===== config.mk =====
export PLATFORM = sky130hd
export DESIGN_NAME = ascon_round_unit
export DESIGN_NICKNAME = d
export VERILOG_FILES = /design/src/rtl/ascon_round_unit.sv
export SDC_FILE = /design/constraint.sdc
export NUM_CORES = 2
export LEC_CHECK = 0
export ABC_CLOCK_PERIOD_IN_PS = 18000
export BUFFER_PORTS_ARGS = -buffer_cell sky130_fd_sc_hd__buf_2
export CAP_MARGIN = 30
export CORE_AREA = 5 5 250 252
export DETAILED_ROUTE_END_ITERATION = 12
export DIE_AREA = 0 0 255 257
export PLACE_DENSITY = 0.74
export SLEW_MARGIN = 40
export SYNTH_ARGS = -nofsm -noshare
export SYNTH_HDL_FRONTEND = slang
export SYNTH_SLANG_ARGS = --single-unit

===== constraint.sdc =====
create_clock -name clk -period 18 [get_ports clk]
set_clock_uncertainty 0.1 [all_clocks]
set_input_delay 3.6 -clock clk [delete_from_list [all_inputs] [get_ports clk]]
set_output_delay 3.6 -clock clk [all_outputs]
set_load 0.02 [all_outputs]

===== src/rtl/ascon_round_unit.sv =====
// ascon_round_unit
// One ASCON permutation round per clock with a built-in round-index counter.
//
// Ports
//   clk         rising-edge clock
//   RST         asynchronous, active-high reset
//   rcmode[1:0] 0 = hold, 1 = advance, 2 = load rcinit, 3 = hold (reserved)
//   rcinit[3:0] starting round index used on a load (0 for p12, 6 for p6)
//   Xi0..Xi4    64-bit state words presented for the next round
//   Xo0..Xo4    registered state after the most recent round
//   rc_idx      registered round-index counter (index of the next round)
//   round_done  registered one-cycle pulse after the round with index 11
//
// The controller owns the round count; there is no handshake. A load applies
// the round at rcinit in the same cycle, so a load followed by (11 - s)
// advances applies rounds s..11.

module ascon_round_unit (
  input  logic        clk,
  input  logic        RST,
  input  logic [1:0]  rcmode,
  input  logic [3:0]  rcinit,
  input  logic [63:0] Xi0,
  input  logic [63:0] Xi1,
  input  logic [63:0] Xi2,
  input  logic [63:0] Xi3,
  input  logic [63:0] Xi4,
  output logic [63:0] Xo0,
  output logic [63:0] Xo1,
  output logic [63:0] Xo2,
  output logic [63:0] Xo3,
  output logic [63:0] Xo4,
  output logic [3:0]  rc_idx,
  output logic        round_done
);

  // 64-bit right rotation by a nonzero amount.
  function automatic logic [63:0] ror64(input logic [63:0] v, input logic [5:0] n);
    return (v >> n) | (v << (7'd64 - {1'b0, n}));
  endfunction

  // One full ASCON round: constant addition, 5-bit S-box layer, linear layer.
  // State is packed as {x4, x3, x2, x1, x0}.
  function automatic logic [319:0] ascon_round(input logic [319:0] s, input logic [7:0] c);
    logic [63:0] x0, x1, x2, x3, x4;
    logic [63:0] t0, t1, t2, t3, t4;
    x0 = s[63:0];
    x1 = s[127:64];
    x2 = s[191:128];
    x3 = s[255:192];
    x4 = s[319:256];
    // constant addition
    x2 = x2 ^ {56'd0, c};
    // substitution layer (bitsliced S-box)
    x0 = x0 ^ x4;
    x4 = x4 ^ x3;
    x2 = x2 ^ x1;
    // every t uses the pre-chi values, so compute all before updating x
    t0 = ~x0 & x1;
    t1 = ~x1 & x2;
    t2 = ~x2 & x3;
    t3 = ~x3 & x4;
    t4 = ~x4 & x0;
    x0 = x0 ^ t1;
    x1 = x1 ^ t2;
    x2 = x2 ^ t3;
    x3 = x3 ^ t4;
    x4 = x4 ^ t0;
    x1 = x1 ^ x0;
    x0 = x0 ^ x4;
    x3 = x3 ^ x2;
    x2 = ~x2;
    // linear diffusion layer
    x0 = x0 ^ ror64(x0, 6'd19) ^ ror64(x0, 6'd28);
    x1 = x1 ^ ror64(x1, 6'd61) ^ ror64(x1, 6'd39);
    x2 = x2 ^ ror64(x2, 6'd1)  ^ ror64(x2, 6'd6);
    x3 = x3 ^ ror64(x3, 6'd10) ^ ror64(x3, 6'd17);
    x4 = x4 ^ ror64(x4, 6'd7)  ^ ror64(x4, 6'd41);
    return {x4, x3, x2, x1, x0};
  endfunction

  logic [319:0] state_r;
  logic [3:0]   rc_idx_r;
  logic         round_done_r;

  logic [3:0]   idx_s;
  logic         active_s;
  logic [7:0]   rc_s;
  logic [319:0] state_in_s;
  logic [319:0] round_s;

  // Decode the control mode: pick the effective index and whether a round runs.
  always_comb begin
    idx_s    = rc_idx_r;
    active_s = 1'b0;
    case (rcmode)
      2'd1: begin
        idx_s    = rc_idx_r;
        active_s = 1'b1;
      end
      2'd2: begin
        idx_s    = rcinit;
        active_s = 1'b1;
      end
      default: begin
        idx_s    = rc_idx_r;
        active_s = 1'b0;
      end
    endcase
  end

  // Round constant: high nibble is the complement of the index, so indices
  // 12..15 reached after a wrap still produce a well-defined constant.
  assign rc_s       = {4'hF - idx_s, idx_s};
  assign state_in_s = {Xi4, Xi3, Xi2, Xi1, Xi0};
  assign round_s    = ascon_round(state_in_s, rc_s);

  // State, counter and done-pulse registers; hold whenever no round runs.
  always_ff @(posedge clk or posedge RST) begin
    if (RST) begin
      state_r      <= 320'd0;
      rc_idx_r     <= 4'd0;
      round_done_r <= 1'b0;
    end else begin
      round_done_r <= active_s && (idx_s == 4'd11);
      if (active_s) begin
        state_r  <= round_s;
        rc_idx_r <= idx_s + 4'd1;
      end
    end
  end

  assign Xo0        = state_r[63:0];
  assign Xo1        = state_r[127:64];
  assign Xo2        = state_r[191:128];
  assign Xo3        = state_r[255:192];
  assign Xo4        = state_r[319:256];
  assign rc_idx     = rc_idx_r;
  assign round_done = round_done_r;

endmodule


==> key figures <==
Worst hold path
  – Min-Delay Path Depth: 2
  – HP Class: reg -> reg
  – Hold Path Sink: state_r[23]$_DFFE_PP0P_
  – Worst Hold Launch: state_r[23]$_DFFE_PP0P_

Setup path
  – CP Cell Sequence: buf_2 -> inv_1 -> ha_4 -> buf_6 -> buf_4 -> buf_12 -> buf_6 -> mux2_2
  – CP max-delay cell: ha_4
  – CP Launch Type: input pin
  – R2R depth: 8
  – Critical path data arrival time: approximately 7000 ps
  – Worst-path maximum fanout: ~110
  – Origin of the critical flop-to-flop path: rc_idx[3]$_DFFE_PP0P_
  – CP dominant cell by count: buf_6
  – Worst stage delay on the critical path: approximately 720 ps
  – Critical path endpoint category: register
  – Reg2reg end: state_r[249]$_DFFE_PP0P_
  – CP bufs+invs: 6
  – Setup CP Type: in -> reg
  – Critical Path RT: around 18000 ps
  – Cell family with the largest share of critical-path delay: buffers and inverters
  – Flop-to-flop setup slack: 15060 ps

Clock network
  – Max clock buf depth: 3
  – Cts bufs inserted: 39
  – Root buf cell: clkbuf_16
  – CTS Hold Buffers Added: 0
  – H-tree depth: 2
  – CTS resizes: 0
  – # Post-CTS Setup Buffers: 0
  – Reg clk slew, reported paths: roughly 60 ps
  – Latest clock arrival within the worst-skew pair: about 560 ps
  – CTS tree: done
  – Clk sinks: between 300 and 400

Run
  – MaxCap Viol Count: 0

GRT
  – Vias in the first global route: ~21000
  – First-pass GRT wire length: about 150 mm
  – GR Util All Layers: about a third
  – Total gr overflow: 0
  – Initial antenna violation count: 20
  – Largest net degree at the start of global routing: 110

Final layout
  – P&R area growth vs syn: 23.9%
  – Share of post-route cells with drive strength above 1: approximately 29%
  – Most frequent cells in the layout: 652 x buf_2, 603 x xnor2_1, 329 x nand2_1
  – Fillers: approximately 5400
  – Commonest non-fill, non-tap cell in the layout: buf_2
  – Final nets: around 3800

Synthesis
  – Leading post-synthesis cells by cell area: dfrtp_1 31%, xnor2_1 22%, xor2_1 9.1%
  – Post-synth top area share: a little under a third
  – Cell taking the most area after synthesis: dfrtp_1
  – Post-Syn Instances: 2646
  – YS warnings: 0
  – Seq/Total Area, Yosys: between 30% and 40%
  – Syn_nets: between 3000 and 4000
  – Netlist Area Pre-Place: around 26000 sq um
  – Distinct cells, synth: 28
  – #FFs+latches synth: 325
  – Avg Synthesized Cell Area: ~10 sq um

Power
  – Logic gate share of total power: roughly three fifths
  – Leak pwr: about 16 nW
  – Sw frac: 46.9%
  – Peak VDD IR: about 0.00010 V
  – PwrDens: roughly 160 nW/um^2
  – P_sw: between 2 and 2.5 mW
  – Power share of the clock group: 15.4%
  – Sequential Power Share: roughly a quarter
  – Int Pwr: around 2.8 mW

Placed design
  – DP HPWL: a little under 100 mm
  – GPL Wtd Cong: 0.954
  – Number of port buffers: between 600 and 700
  – Dpl ws: ~11000 ps

Drt
  – Vias/cell: around 5.2
  – Routed met3 length: approximately 9 mm
  – Top layer reached by signal wires: met5
  – DRC errors left: 0
  – Detail Route met2 WL: roughly 53 mm
  – M1 WL: between 40 and 50 mm
  – DR vias: between 20000 and 25000
  – ANT nets after route: 0
  – First-pass DRT Iterations: 5
  – DR WL/cell: 27.1 microns
  – Number of DRC markers in iteration 0: around 1800
  – DRT Wirelength: 112 mm

STA
  – Worst setup margin: around 11000 ps
  – RSZ-0062 raised after global routing: no
  – Setup TNS: 0 ps
  – Setup violators final: 0
  – FMAX: between 100 and 150 MHz
  – Max-slew violations: 0
  – Relative slew margins: 34.5%
  – Minimum clock period: about 6700 ps
  – Worst-Margin Slew: 972 ps
  – Final worst-path cycle share: a little under two fifths
  – Final hold violation count: 0

Floorplan
  – Die height: between 200 and 300 microns
  – Starting Density: between 40% and 50%
  – Die width: roughly 260 microns
  – I/O pins: ~650
  – Cell Rows: 90
  – Core area: around 60000 sq um
  – Die area: roughly 66000 sq um

Status
  – Status: completed
kinds of logic after synthesis:
logic type,count (synthesis),synth area share (%)
xor gates and xnor gates,1029,38.3
buffers and inverters,256,3.67
and+or+nand+nor,446,6.96
muxes,177,7.47
DFF,325,30.8
AOI/OAI and AO/OA,223,4.39
adders and majority gates,190,8.43
registers in the layout (all words and copies together), names as in the netlist:
signal      flops
round_done      1
rc_idx          4
state_r       320
worst max path at each step:
stage	start	end	slack (ps)	depth (start not counted)
2_1_floorplan	RST	rc_idx[0]$_DFFE_PP0P_	5300	1
3_3_place_gp	rcmode[0]	state_r[177]$_DFFE_PP0P_	10270	7
3_5_place_dp	rcmode[0]	state_r[176]$_DFFE_PP0P_	10650	8
4_1_cts	rcmode[0]	state_r[177]$_DFFE_PP0P_	11240	8
5_1_grt	rcmode[0]	state_r[178]$_DFFE_PP0P_	11160	8
6_report	rcmode[0]	state_r[177]$_DFFE_PP0P_	11310	8
Yosys cell counts, drive strengths merged:
master  number
clkbuf      48
buf         12
and2        29
xor2       278
mux2i       66
ha         130
o21ai      190
xnor3       64
nor2b       29
nand2      329
dfrtp      325
mux2       111
nor2        49
inv        196
a21oi       25
nor3         9
xor3         5
a221o        8
and4bb       1
xnor2      682
maj3        60
metrics by stage:
| step | hold WS [ps] | utilization (%) | instance area (sq um) | cells | power [mW] |
|---|---|---|---|---|---|
| 4_1_cts | 379 | 54.5 | 32600 | 4135 | 5.31 |
| 3_3_place_gp | 361 | 51.4 | 30800 | 4064 | 4.40 |
| 3_5_place_dp | 361 | 52.3 | 31400 | 4066 | 4.47 |
| 6_report | 375 | 54.7 | 32700 | 4152 | 5.31 |
| 2_1_floorplan | 491 | - | 26400 | 2646 | 3.28 |
| 5_1_grt | 403 | 54.6 | 32700 | 4147 | 5.55 |
worst min-delay path, stage by stage (launching register included):
cell and delay (ps):
dfrtp_1 330, nand2_1 50, nand2_1 60
layout make-up:
cell class	instances	area (sq um)	area share [%]
Clock inverter	11	150	0.458
Multi-Input combinational cell	2065	17900	54.6
Clock buffer	58	1140	3.48
Tap cell	782	978	2.99
Sequential cell	325	8130	24.8
Inverter	196	743	2.27
Antenna cell	16	40.0	0.122
Timing Repair Buffer	699	3680	11.2
power by group through the flow:
stage               Combinational [mW]  Clock [mW]  Sequential [mW]
floorplan                         1.55           0             1.73
global placement                  3.02           0             1.38
detailed placement                3.10           0             1.38
CTS                               3.11       0.820             1.37
global route                      3.29       0.849             1.41
finish                            3.11       0.817             1.38
routing by layer:
layer	vias to the layer above	track usage, %
li1	9839	-
met1	10600	42.5
met2	975	54.2
met3	197	6.85
met4	6	13.8
met5	-	0
(Power assumes the default switching activity.)
